--- src/rtl/alu_ctrl_pkg.sv ---
// Shared types for the accumulator-datapath sequencer:
// opcode enums, FSM states, IR field positions, decode bundle.
package alu_ctrl_pkg;

  localparam int IR_W     = 9;
  localparam int IR_TYPE  = 8;
  localparam int ROP_HI   = 7;
  localparam int ROP_LO   = 4;
  localparam int IOP_HI   = 7;
  localparam int IOP_LO   = 5;
  localparam int IMM_HI   = 4;
  localparam int IMM_LO   = 0;

  typedef enum logic [3:0] {
    R_ADD = 4'b0000,
    R_SUB = 4'b0001,
    R_AND = 4'b0010,
    R_OR  = 4'b0011,
    R_XOR = 4'b0100,
    R_SHL = 4'b0101,
    R_SHR = 4'b0110,
    R_NOT = 4'b0111,
    R_LW  = 4'b1000,
    R_SW  = 4'b1001,
    R_SLT = 4'b1010,
    R_MOV = 4'b1011,
    R_BR  = 4'b1100,
    R_J   = 4'b1101,
    R_SET = 4'b1110,
    R_LA  = 4'b1111
  } rop_e;

  typedef enum logic [2:0] {
    I_ADDI = 3'b000,
    I_SUBI = 3'b001,
    I_ANDI = 3'b010,
    I_ORI  = 3'b011,
    I_SHLI = 3'b100,
    I_SETI = 3'b101,
    I_NOP  = 3'b110,
    I_HALT = 3'b111
  } iop_e;

  typedef enum logic [2:0] {
    S_IDLE,
    S_FETCH,
    S_EXEC,
    S_MEM,
    S_DONE
  } state_e;

  typedef struct packed {
    logic is_alu_wr;
    logic is_set;
    logic is_mem;
    logic mem_we;
    logic is_br;
    logic is_j;
    logic is_halt;
    logic updates_sc;
  } dec_t;

endpackage

--- src/rtl/alu_sequencer_decode.sv ---
// Combinational IR decode into sequencer control classes.
// Bit 8 clear selects R-type, set selects I-type.
module instr_decode
  import alu_ctrl_pkg::*;
(
  input  logic [IR_W-1:0] ir_i,
  output dec_t            dec_o
);

  logic is_i;
  rop_e rop;
  iop_e iop;

  assign is_i = ir_i[IR_TYPE];
  assign rop  = rop_e'(ir_i[ROP_HI:ROP_LO]);
  assign iop  = iop_e'(ir_i[IOP_HI:IOP_LO]);

  always_comb begin
    dec_o = '0;
    if (is_i) begin
      unique case (iop)
        I_NOP:  ;
        I_HALT: dec_o.is_halt = 1'b1;
        default: begin
          dec_o.is_alu_wr  = 1'b1;
          dec_o.updates_sc = (iop == I_ADDI) ||
                             (iop == I_SUBI);
        end
      endcase
    end else begin
      unique case (rop)
        R_LW:  dec_o.is_mem = 1'b1;
        R_SW: begin
          dec_o.is_mem = 1'b1;
          dec_o.mem_we = 1'b1;
        end
        R_BR:  dec_o.is_br  = 1'b1;
        R_J:   dec_o.is_j   = 1'b1;
        R_SET: dec_o.is_set = 1'b1;
        default: begin
          dec_o.is_alu_wr  = 1'b1;
          dec_o.updates_sc = (rop == R_ADD) ||
                             (rop == R_SUB);
        end
      endcase
    end
  end

endmodule

--- src/rtl/alu_sequencer.sv ---
// Multi-cycle fetch/exec sequencer for the accumulator ALU.
// Owns PC, IR and shift-carry; strobes are decoded from state.
module alu_sequencer
  import alu_ctrl_pkg::*;
#(
  parameter int PC_W  = 10,
  parameter int RF_AW = 4
) (
  input  logic              clk,
  input  logic              reset_n,
  input  logic              start,
  output logic [PC_W-1:0]   instr_addr,
  input  logic [IR_W-1:0]   instr_in,
  output logic              type_code,
  output logic [3:0]        r_op,
  output logic [2:0]        i_op,
  output logic [4:0]        imm,
  output logic [RF_AW-1:0]  reg_idx,
  output logic              sc_in,
  input  logic              alu_sc_out,
  input  logic              alu_branch,
  input  logic [PC_W-1:0]   lut_target,
  output logic              acc_we,
  output logic              acc_sel,
  output logic              reg_we,
  output logic              mem_req,
  output logic              mem_we,
  input  logic              mem_ack,
  output logic              busy,
  output logic              done
);

  state_e            state_q, state_d;
  logic [PC_W-1:0]   pc_q, pc_d, pc_inc;
  logic [IR_W-1:0]   ir_q, ir_d;
  logic              sc_q, sc_d;
  dec_t              dec;
  logic              in_exec, in_mem, lw_done;

  instr_decode u_dec (
    .ir_i  (ir_q),
    .dec_o (dec)
  );

  assign pc_inc = pc_q + {{(PC_W-1){1'b0}}, 1'b1};

  always_comb begin
    state_d = state_q;
    pc_d    = pc_q;
    ir_d    = ir_q;
    sc_d    = sc_q;
    unique case (state_q)
      S_IDLE, S_DONE: begin
        if (start) begin
          state_d = S_FETCH;
          pc_d    = '0;
          sc_d    = 1'b0;
        end
      end
      S_FETCH: begin
        ir_d    = instr_in;
        state_d = S_EXEC;
      end
      S_EXEC: begin
        state_d = S_FETCH;
        if (dec.updates_sc) sc_d = alu_sc_out;
        unique case (1'b1)
          dec.is_halt: state_d = S_DONE;
          dec.is_mem: begin
            if (mem_ack) pc_d = pc_inc;
            else state_d = S_MEM;
          end
          dec.is_br: pc_d = alu_branch ? lut_target : pc_inc;
          dec.is_j:  pc_d = lut_target;
          default:   pc_d = pc_inc;
        endcase
      end
      S_MEM: begin
        if (mem_ack) begin
          pc_d    = pc_inc;
          state_d = S_FETCH;
        end
      end
      default: state_d = S_IDLE;
    endcase
  end

  always_ff @(posedge clk) begin
    if (!reset_n) begin
      state_q <= S_IDLE;
      pc_q    <= '0;
      ir_q    <= '0;
      sc_q    <= 1'b0;
    end else begin
      state_q <= state_d;
      pc_q    <= pc_d;
      ir_q    <= ir_d;
      sc_q    <= sc_d;
    end
  end

  // LW completion may land in EXEC or MEM; mem_ack gates it.
  assign in_exec = (state_q == S_EXEC);
  assign in_mem  = (in_exec && dec.is_mem) ||
                   (state_q == S_MEM);
  assign lw_done = in_mem && !dec.mem_we && mem_ack;

  assign mem_req = in_mem;
  assign mem_we  = in_mem && dec.mem_we;
  assign acc_we  = (in_exec && dec.is_alu_wr) || lw_done;
  assign acc_sel = lw_done;
  assign reg_we  = in_exec && dec.is_set;

  assign busy = (state_q == S_FETCH) ||
                (state_q == S_EXEC)  ||
                (state_q == S_MEM);
  assign done = (state_q == S_DONE);

  assign instr_addr = pc_q;
  assign type_code  = ir_q[IR_TYPE];
  assign r_op       = ir_q[ROP_HI:ROP_LO];
  assign i_op       = ir_q[IOP_HI:IOP_LO];
  assign imm        = ir_q[IMM_HI:IMM_LO];
  assign reg_idx    = ir_q[RF_AW-1:0];
  assign sc_in      = sc_q;

endmodule

--- config.mk ---
export PLATFORM = sky130hd
export DESIGN_NAME = alu_sequencer
export DESIGN_NICKNAME = d
export VERILOG_FILES = /design/src/rtl/alu_ctrl_pkg.sv /design/src/rtl/alu_sequencer_decode.sv /design/src/rtl/alu_sequencer.sv
export SDC_FILE = /design/constraint.sdc
export NUM_CORES = 1
export LEC_CHECK = 0
export ABC_AREA = 1
export CORE_MARGIN = 5
export CORE_UTILIZATION = 48
export DETAILED_ROUTE_END_ITERATION = 6
export GPL_TIMING_DRIVEN = 0
export PLACE_DENSITY = 0.85
export SYNTH_ARGS = -nofsm -noshare
export SYNTH_HDL_FRONTEND = slang
export SYNTH_SLANG_ARGS = --single-unit
--- constraint.sdc ---
create_clock -name clk -period 2.5 [get_ports clk]
set_input_delay 0.5 -clock clk [delete_from_list [all_inputs] [get_ports clk]]
set_output_delay 0.5 -clock clk [all_outputs]
set_load 0.005 [all_outputs]
# == Yosys cells after proc, flatten, opt, wreduce, memory -nomap -nowiden ==
# Cells that the tools add are included.
# classes
shifts,0
muxes,27
addsub,1
multipliers,0
bitwise,0
div_mod_pow,0
reduce_logical,25
n_lt_le_gt_ge,0
n_eq_ne,17
# ops
op,count
10-bit one-hot mux with 4 select lines,1
10-bit 2-to-1 mux,3
10-bit one-hot mux with 3 select lines,1
4-bit equality test (second input constant),5
1-bit 2-to-1 mux,15
3-bit one-hot mux with 4 select lines,1
10-bit by 1-bit adder with 10-bit output (second input constant),1
3-bit equality test (second input constant),3
2-bit != test (second input constant),4
3-bit by 1-bit equality test with 1-bit output (second input constant),2
3-bit by 2-bit equality test with 1-bit output (second input constant),2
1-bit logical AND,6
3-bit zero test,2
1-bit logical OR,6
3-bit 2-to-1 mux,2
3-bit one-hot mux with 2 select lines,1
3-bit AND reduction,2
2-bit OR reduction,3
5-bit 2-to-1 mux,1
5-bit OR reduction,1
4-bit by 1-bit equality test with 1-bit output (second input constant),1
4-bit zero test,1
3-bit nonzero test,1
2-bit 2-to-1 mux,1
other kinds (4),4
# word_totals
in_bits,25
register_bits,23
wordCells,74
output_inout_bits,35
latchBits,0
n_memories,0
romBits,0
ram_bits,0

# == Logic depth before layout (Yosys ltp) ==
# Gate-level depths: netlist (run 1).
# logic_depth
depth_word,9
depth_mapped,11
ltp_nobuf,11

# == Modules after synthesis ==
# A second synthesis (run 1) with hierarchy kept.
# unflattened
hier_cells,293
hier_area_um2,1745.4
# by_module_without_submodules
mod,instances,cells_each,seq_area_each_um2,area_each_um2
alu_sequencer,1,270,460.4,1652.8
instr_decode,1,23,0.0,92.6

# == Least setup slack after synthesis (run 1) ==
# Ideal clock, no wire load.
# synth_path
kind,register to output
start,register ir_q[5]
end,output port acc_we
t_arrival_ps,1131
path_slack_ps,869
required_time_ps,2000
path_stages_with_launch,8
path_buffers,0
path_cell_list,dfxtp_1 > inv_1 > nand3_2 > inv_2 > nand2_2 > o21ai_4 > nand2_4 > o32ai_1
# synth_via
elab_chain_cells,9
word_cells_on_any_way,23
cone_classes,7 x eq/ne; 6 x mux; 10 x reduce/logical
# synth_lines
item,line_no,text
start: declaration,alu_sequencer.sv:35,"logic [IR_W-1:0] ir_q, ir_d;"
start signal: assignment,alu_sequencer.sv:97,ir_q <= ir_d;
4-bit equality test,alu_sequencer_decode.sv:31,unique case (rop)
2-bit OR reduction (no source line) (*),--,
1-bit 2-to-1 mux (*),alu_sequencer_decode.sv:31,
5-bit 2-to-1 mux (*),alu_sequencer_decode.sv:20,if (is_i) begin
1-bit logical AND (*),alu_sequencer.sv:104,assign in_mem = (in_exec && dec.is_mem) ||
1-bit logical OR (*),alu_sequencer.sv:104,
via mem_req,alu_sequencer.sv:26,"output logic mem_req,"
1-bit logical AND (*) (2 in series),alu_sequencer.sv:106,assign lw_done = in_mem && !dec.mem_we && mem_ack;
1-bit logical OR (*),alu_sequencer.sv:110,assign acc_we = (in_exec && dec.is_alu_wr) || lw_done;
end: declaration,alu_sequencer.sv:23,"output logic acc_we,"
# The timed path passes the listed nets; every way through them passes the cells marked *.

# == Final worst setup path (run 1) ==
# layout_path
start,register ir_q[8]
end,output port mem_we
# layout_via
elab_chain_cells,4
# layout_lines
item,line_no,text
5-bit 2-to-1 mux (*),alu_sequencer_decode.sv:20,
1-bit logical AND,alu_sequencer.sv:104,
1-bit logical OR,alu_sequencer.sv:104,
1-bit logical AND (*),alu_sequencer.sv:109,assign mem_we = in_mem && dec.mem_we;
end: declaration,alu_sequencer.sv:27,"output logic mem_we,"
# Mark *: on every way between the ends. The rest lies on a longest branch, timed or not.

==> results of run 1 <==
cells by family (layout without fill, tap and decap cells):
| kind of cell | count (synthesis) | count (layout) | synth area share, % |
|---|---|---|---|
| DFF | 23 | 23 | 27.6 |
| buffers and inverters | 45 | 115 | 12.5 |
| adders and majority gates | 1 | 1 | 0.749 |
| AOI/OAI and AO/OA | 56 | 56 | 19.6 |
| xor gates and xnor gates | 3 | 3 | 1.57 |
| and+or+nand+nor | 132 | 132 | 38.1 |
flip-flops by register name (all words and copies together) (netlist names):
signal and count:
sc_in 1, ir_q 9, instr_addr 10, state_q 3
path summary, 6_finish.rpt:
kind	start	end	cells past startpoint
setup / recovery	ir_q[8]	mem_we	6
hold / removal	ir_q[0]	ir_q[0]	2
setup reg to reg	instr_addr[0]	instr_addr[6]	11
hold reg to reg	ir_q[0]	ir_q[0]	2
worst max-delay path: cells and delay by family (launching register included):
kind	cells	cell delay [ns]
and+or+nand+nor	3	0.46
DFF	1	0.37
AOI/OAI and AO/OA	1	0.13
buffers and inverters	2	0.65
per-layer routing:
layer | wire (um) | track usage (%) | part of all wire (%)
met4 | 88 | 8.76 | 1.6
met3 | 359 | 2.59 | 6.7
met2 | 2660 | 36.5 | 50
met1 | 2240 | 29.6 | 42
met5 | 0 | 0 | 0
stage by stage:
stage / setup slack (ns) / util, % / hold WS [ns] / setup TNS, ns
2_1_floorplan: 0.869 / - / 0.470 / 0
3_3_place_gp: -0.156 / 68.9 / 0.465 / -0.253
3_5_place_dp: -0.147 / 68.9 / 0.470 / -0.242
4_1_cts: 0.00141 / 70.6 / 0.491 / 0
5_1_grt: -0.0569 / 72.3 / 0.508 / -0.0569
6_report: 0.0753 / 72.3 / 0.489 / 0
what timing repair did:
item	in CTS	in global routing
gates cloned	0	0
resized for setup	10	5
setup buffers	1	6
pin swaps	1	2
setup endpoints to repair	3	3
power by group:
group	leakage (uW)	switching [uW]	total, uW	internal, uW
combinational	0.000830	164	335	171
sequential	0.000190	38.0	432	394
clock	0.0000177	132	193	60.2
total	0.00104	335	960	626
synthesized netlist by cell type (2+ instances only):
cell / count
dfxtp_1: 23
nor2_2: 2
nand4_1: 3
a21oi_1: 24
buf_2: 2
nor3_1: 5
o21ai_1: 6
a31oi_1: 3
nand3_2: 2
nand2_4: 4
nand2_2: 2
nand3_1: 29
o21ai_0: 15
buf_4: 8
nor2_4: 2
a21boi_0: 2
inv_1: 26
xnor2_1: 3
nor2_1: 22
inv_2: 6
nand2_1: 58
layout make-up:
cell class	count	area [um^2]	area share [%]
clock inverters	1	5.00	0.206
multi-input cells	192	1020	41.8
well taps	46	57.6	2.37
repair buffers	66	648	26.6
flip-flops and latches	23	468	19.2
inverters	32	120	4.94
plain buffers	13	95.1	3.91
clock buffers	3	22.5	0.926
==> out/metrics.yaml, run 1 <==
yosys:
  yosys_warnings: 0
  netlist.area_leader.share_pct: 27.6
  async_reset_ff_share_pct: 0
  synthCells: 260
  synth_flop_cell: "dfxtp_1"
  synth_edf_count: 0
  avgSynthCellArea_um2: 6.42
  synth_area_um2: 1670
  synth_cell_type_count: 34
  yosysTopAreaCell: "dfxtp_1"
  ys_ff_latch: 23
  ys_seq_area_share_pct: 27.6
  synth_nets: 286
  synth_area_leaders: "dfxtp_1 (28%), nand2_1 (13%), nand3_1 (8.7%)"
timing:
  worstMarginPinSlew_ns: 0.492
  drv_slew: 0
  rsz0062_at_grt: "true"
  hold_viol: 0
  max-slew-margin-rel_pct: 67.2
  fmaxAchievable_ghz: 0.412
  fin_worst_skew_ns: 0.0153
  fin_crit_sh_pct: 97.0
  setup_viol: 0
  finalCriticalPeriod_ns: 2.42
grt:
  grt_usage_pct: 22.3
  grt_pass1_vias: 1694
  grt_max_degree: 14
  grt_overflow_total: 0
  grt_pass1_wl_mm: 7.89
  antenna_found_initial: 0
worst_setup_path:
  max_stage_delay_ns: 0.55
  crit_type: "reg2out"
  crit_path_cell_trace: "inv_2, nand3_4, nor2_4, o21ai_0, nor3_1, clkdlybuf4s50_1"
  worstPathArrival_ns: 1.92
  path_max_fanout: 6
  startpoint_type: "flop"
  crit_path_end_kind: "output port"
  regToRegSetupSlack_ns: 0.70
  slowest_stage: "clkdlybuf4s50_1"
  required_ns: 2.00
final_layout:
  final_common_cell: "nand2_1"
  fill_cells: 299
  area_growth_syn_to_layout_pct: 45.6
  final_cells: 376
  final_nets: 357
  drive_above_1_share_pct: 15.8
  final_cell_mix: "nand2_1 (58), clkdlybuf4s50_1 (57), nand3_1 (29)"
  antenna_cells: 0
  design_area_um2: 2430
power_and_ir_drop:
  power_uw: 960
  leakage_uw: 0.00104
  power.density_nw_per_um2: 395
  peakVddDrop_mv: 0.230
die:
  io_pins: 60
  start_util_pct: 49.7
  rows: 21
  core_area_um2: 3360
  die_w_um: 69.0
  die-height_um: 69.0
  die-area_um2: 4760
cts:
  root_buffer: "clkbuf_4"
  clockBufferDepth: 2
  htree_levels: 1
  clk_latency_ns: 0.34
  clkTransAtPathRegs_ns: 0.13
  cts_tree: "built"
  cts_hold_buf: 0
  clock_sinks: 23
  cts_buffers: 3
route:
  firstDrtPassIters: 5
  drc: 0
  wl_per_cell_um: 14.2
  vias: 2037
  wirelength_mm: 5.36
  drtAntennaViolNets: 0
  viasPerCell: 5.42
  drt_iter0_drc: 193
outcome:
  outcome: "complete, no violations"
place:
  io_buffers: 59
  dpl_cell_area_um2: 2320
  place_inst: 365
  gp_congestion: 0.872
  place_hpwl_mm: 3.97
flow_run:
  maxCapViolCount: 0
min_path:
  hp-class: "reg2reg"
Power figures use the tool's default switching activity.
==> run 2, diff against run 1 <==
SETUP_SLACK_MARGIN = 0.2   (was not set)
==> run 2 against run 1 <==
Against the previous run:
- clock-buffer cell count did not move
- first-iteration DRC count grew 13%
- non-clock buffer count is 9 higher
- die area unchanged
- utilization rose by 2.5 points
- sequential power barely moved
- via count up 3.6%
- cell area up 3.5%
==> out/metrics.yaml, run 2 (synthesis gave the netlist of run 1 again) <==
outcome:
  outcome: "complete, no violations"
route:
  vias: 2111
  wl_per_cell_um: 14.8
  wirelength_mm: 5.72
  drtAntennaViolNets: 0
  firstDrtPassIters: 5
  drc: 0
  drt_iter0_drc: 219
  viasPerCell: 5.48
grt:
  grt_max_degree: 14
  grt_overflow_total: 0
  grt_pass1_vias: 1779
  antenna_found_initial: 0
  grt_pass1_wl_mm: 8.41
  grt_usage_pct: 23.7
final_layout:
  final_cells: 385
  final_cell_mix: "nand2_1 (58), clkdlybuf4s50_1 (54), nand3_1 (29)"
  antenna_cells: 0
  area_growth_syn_to_layout_pct: 50.7
  largest_reg_flops: 10
  drive_above_1_share_pct: 19.5
  final_nets: 366
  design_area_um2: 2520
  fill_cells: 283
  final_common_cell: "nand2_1"
timing:
  max-slew-margin-rel_pct: 67.2
  hold_viol: 0
  fin_worst_skew_ns: 0.0164
  finalCriticalPeriod_ns: 2.22
  rsz0062_at_grt: "false"
  drv_slew: 0
  fmaxAchievable_ghz: 0.451
  worstMarginPinSlew_ns: 0.491
  setup_viol: 0
  fin_crit_sh_pct: 88.8
worst_setup_path:
  slowest_stage: "dfxtp_2"
  cp_num_buf_inv: 4
  required_ns: 2.00
  regToRegSetupSlack_ns: 0.70
  cp_common_cell: "nand2_4"
  path_max_fanout: 7
  crit_type: "reg2out"
  cp_top_family: "buffers and inverters"
  crit_path_end_kind: "output port"
  worstPathArrival_ns: 1.72
  crit_path_cell_trace: "inv_2, nand2_4, inv_4, nand2_4, o21ai_4, buf_4, nand2_4, nor2_1, dlygate4sd2_1"
  max_stage_delay_ns: 0.36
  startpoint_type: "flop"
place:
  gp_congestion: 0.872
  place_hpwl_mm: 3.97
  place_inst: 365
  io_buffers: 59
  dpl_cell_area_um2: 2320
flow_run:
  maxCapViolCount: 0
min_path:
  hp-class: "reg2reg"
cts:
  clock_sinks: 23
  clk_latency_ns: 0.34
  cts_buffers: 3
  cts_tree: "built"
  clkTransAtPathRegs_ns: 0.13
  clockBufferDepth: 2
  root_buffer: "clkbuf_4"
  htree_levels: 1
die:
  die_w_um: 69.0
  die-height_um: 69.0
  io_pins: 60
  start_util_pct: 49.7
  core_area_um2: 3360
  die-area_um2: 4760
  rows: 21
power_and_ir_drop:
  leakage_uw: 0.00111
  power.density_nw_per_um2: 389
  peakVddDrop_mv: 0.230
==> run 2: layout make-up <==
type | count | area (um^2) | share of cell area, %
multi-input combinational | 192 | 1020 | 40.6
sequential | 23 | 477 | 18.9
timing repair buffer | 75 | 712 | 28.3
buffer | 13 | 95.1 | 3.78
tap | 46 | 57.6 | 2.29
inverter | 32 | 128 | 5.07
clock inverter | 1 | 5.00 | 0.199
clock buffer | 3 | 22.5 | 0.895
==> run 2: per-stage QoR <==
step | power (uW) | util, % | setup WS, ns | hold slack, ns | setup TNS [ns]
after floorplan | 598 | - | 0.869 | 0.470 | 0
after global placement | 747 | 68.9 | -0.156 | 0.465 | -0.253
after detailed placement | 754 | 68.9 | -0.147 | 0.470 | -0.242
after CTS | 960 | 72.5 | 0.115 | 0.491 | 0
after global routing | 1020 | 74.9 | 0.204 | 0.508 | 0
final | 979 | 74.9 | 0.281 | 0.490 | 0
==> run 2: worst min-delay path, cell delays in order (launching register included) <==
cell,delay (ns)
dfxtp_1,0.34
nand2_1,0.06
a21oi_1,0.05
==> run 2: path summary, 6_finish.rpt <==
kind                                      end  cells after the start           from
worst max-delay path                  acc_sel                      9     state_q[2]
worst min-delay path                  ir_q[0]                      2        ir_q[0]
worst max register to register  instr_addr[6]                     11  instr_addr[0]
worst min register to register        ir_q[0]                      2        ir_q[0]
==> run 2: timing repair <==
action                                  CTS  global route
endpoints found under the setup margin    5             5
setup buffers                             8             8
resized for setup                        18            11
hold buffers                              0             0
hold endpoints to repair                  0             0
pin swaps                                 2             5
==> run 2: power by group <==
part	internal, uW	switching [uW]	total (uW)	leakage (uW)
clock network	60.2	132	192	0.0000177
registers	394	38.2	432	0.000192
logic	182	173	355	0.000897
==> run 2: metal layers <==
metal | vias up | part of all wire [%] | track usage (%)
met1 | 990 | 40 | 31.0
met4 | 0 | 1.9 | 9.73
met3 | 13 | 8.5 | 2.27
met5 | - | 0 | 0
met2 | 93 | 49 | 39.6
li1 | 1015 | - | -
==> run 3, diff against run 2 <==
ABC_CLOCK_PERIOD_IN_PS = 2500   (was not set)
==> results of run 3 <==
Same layout as run 2: the final DEF is identical, and so are final timing and power.
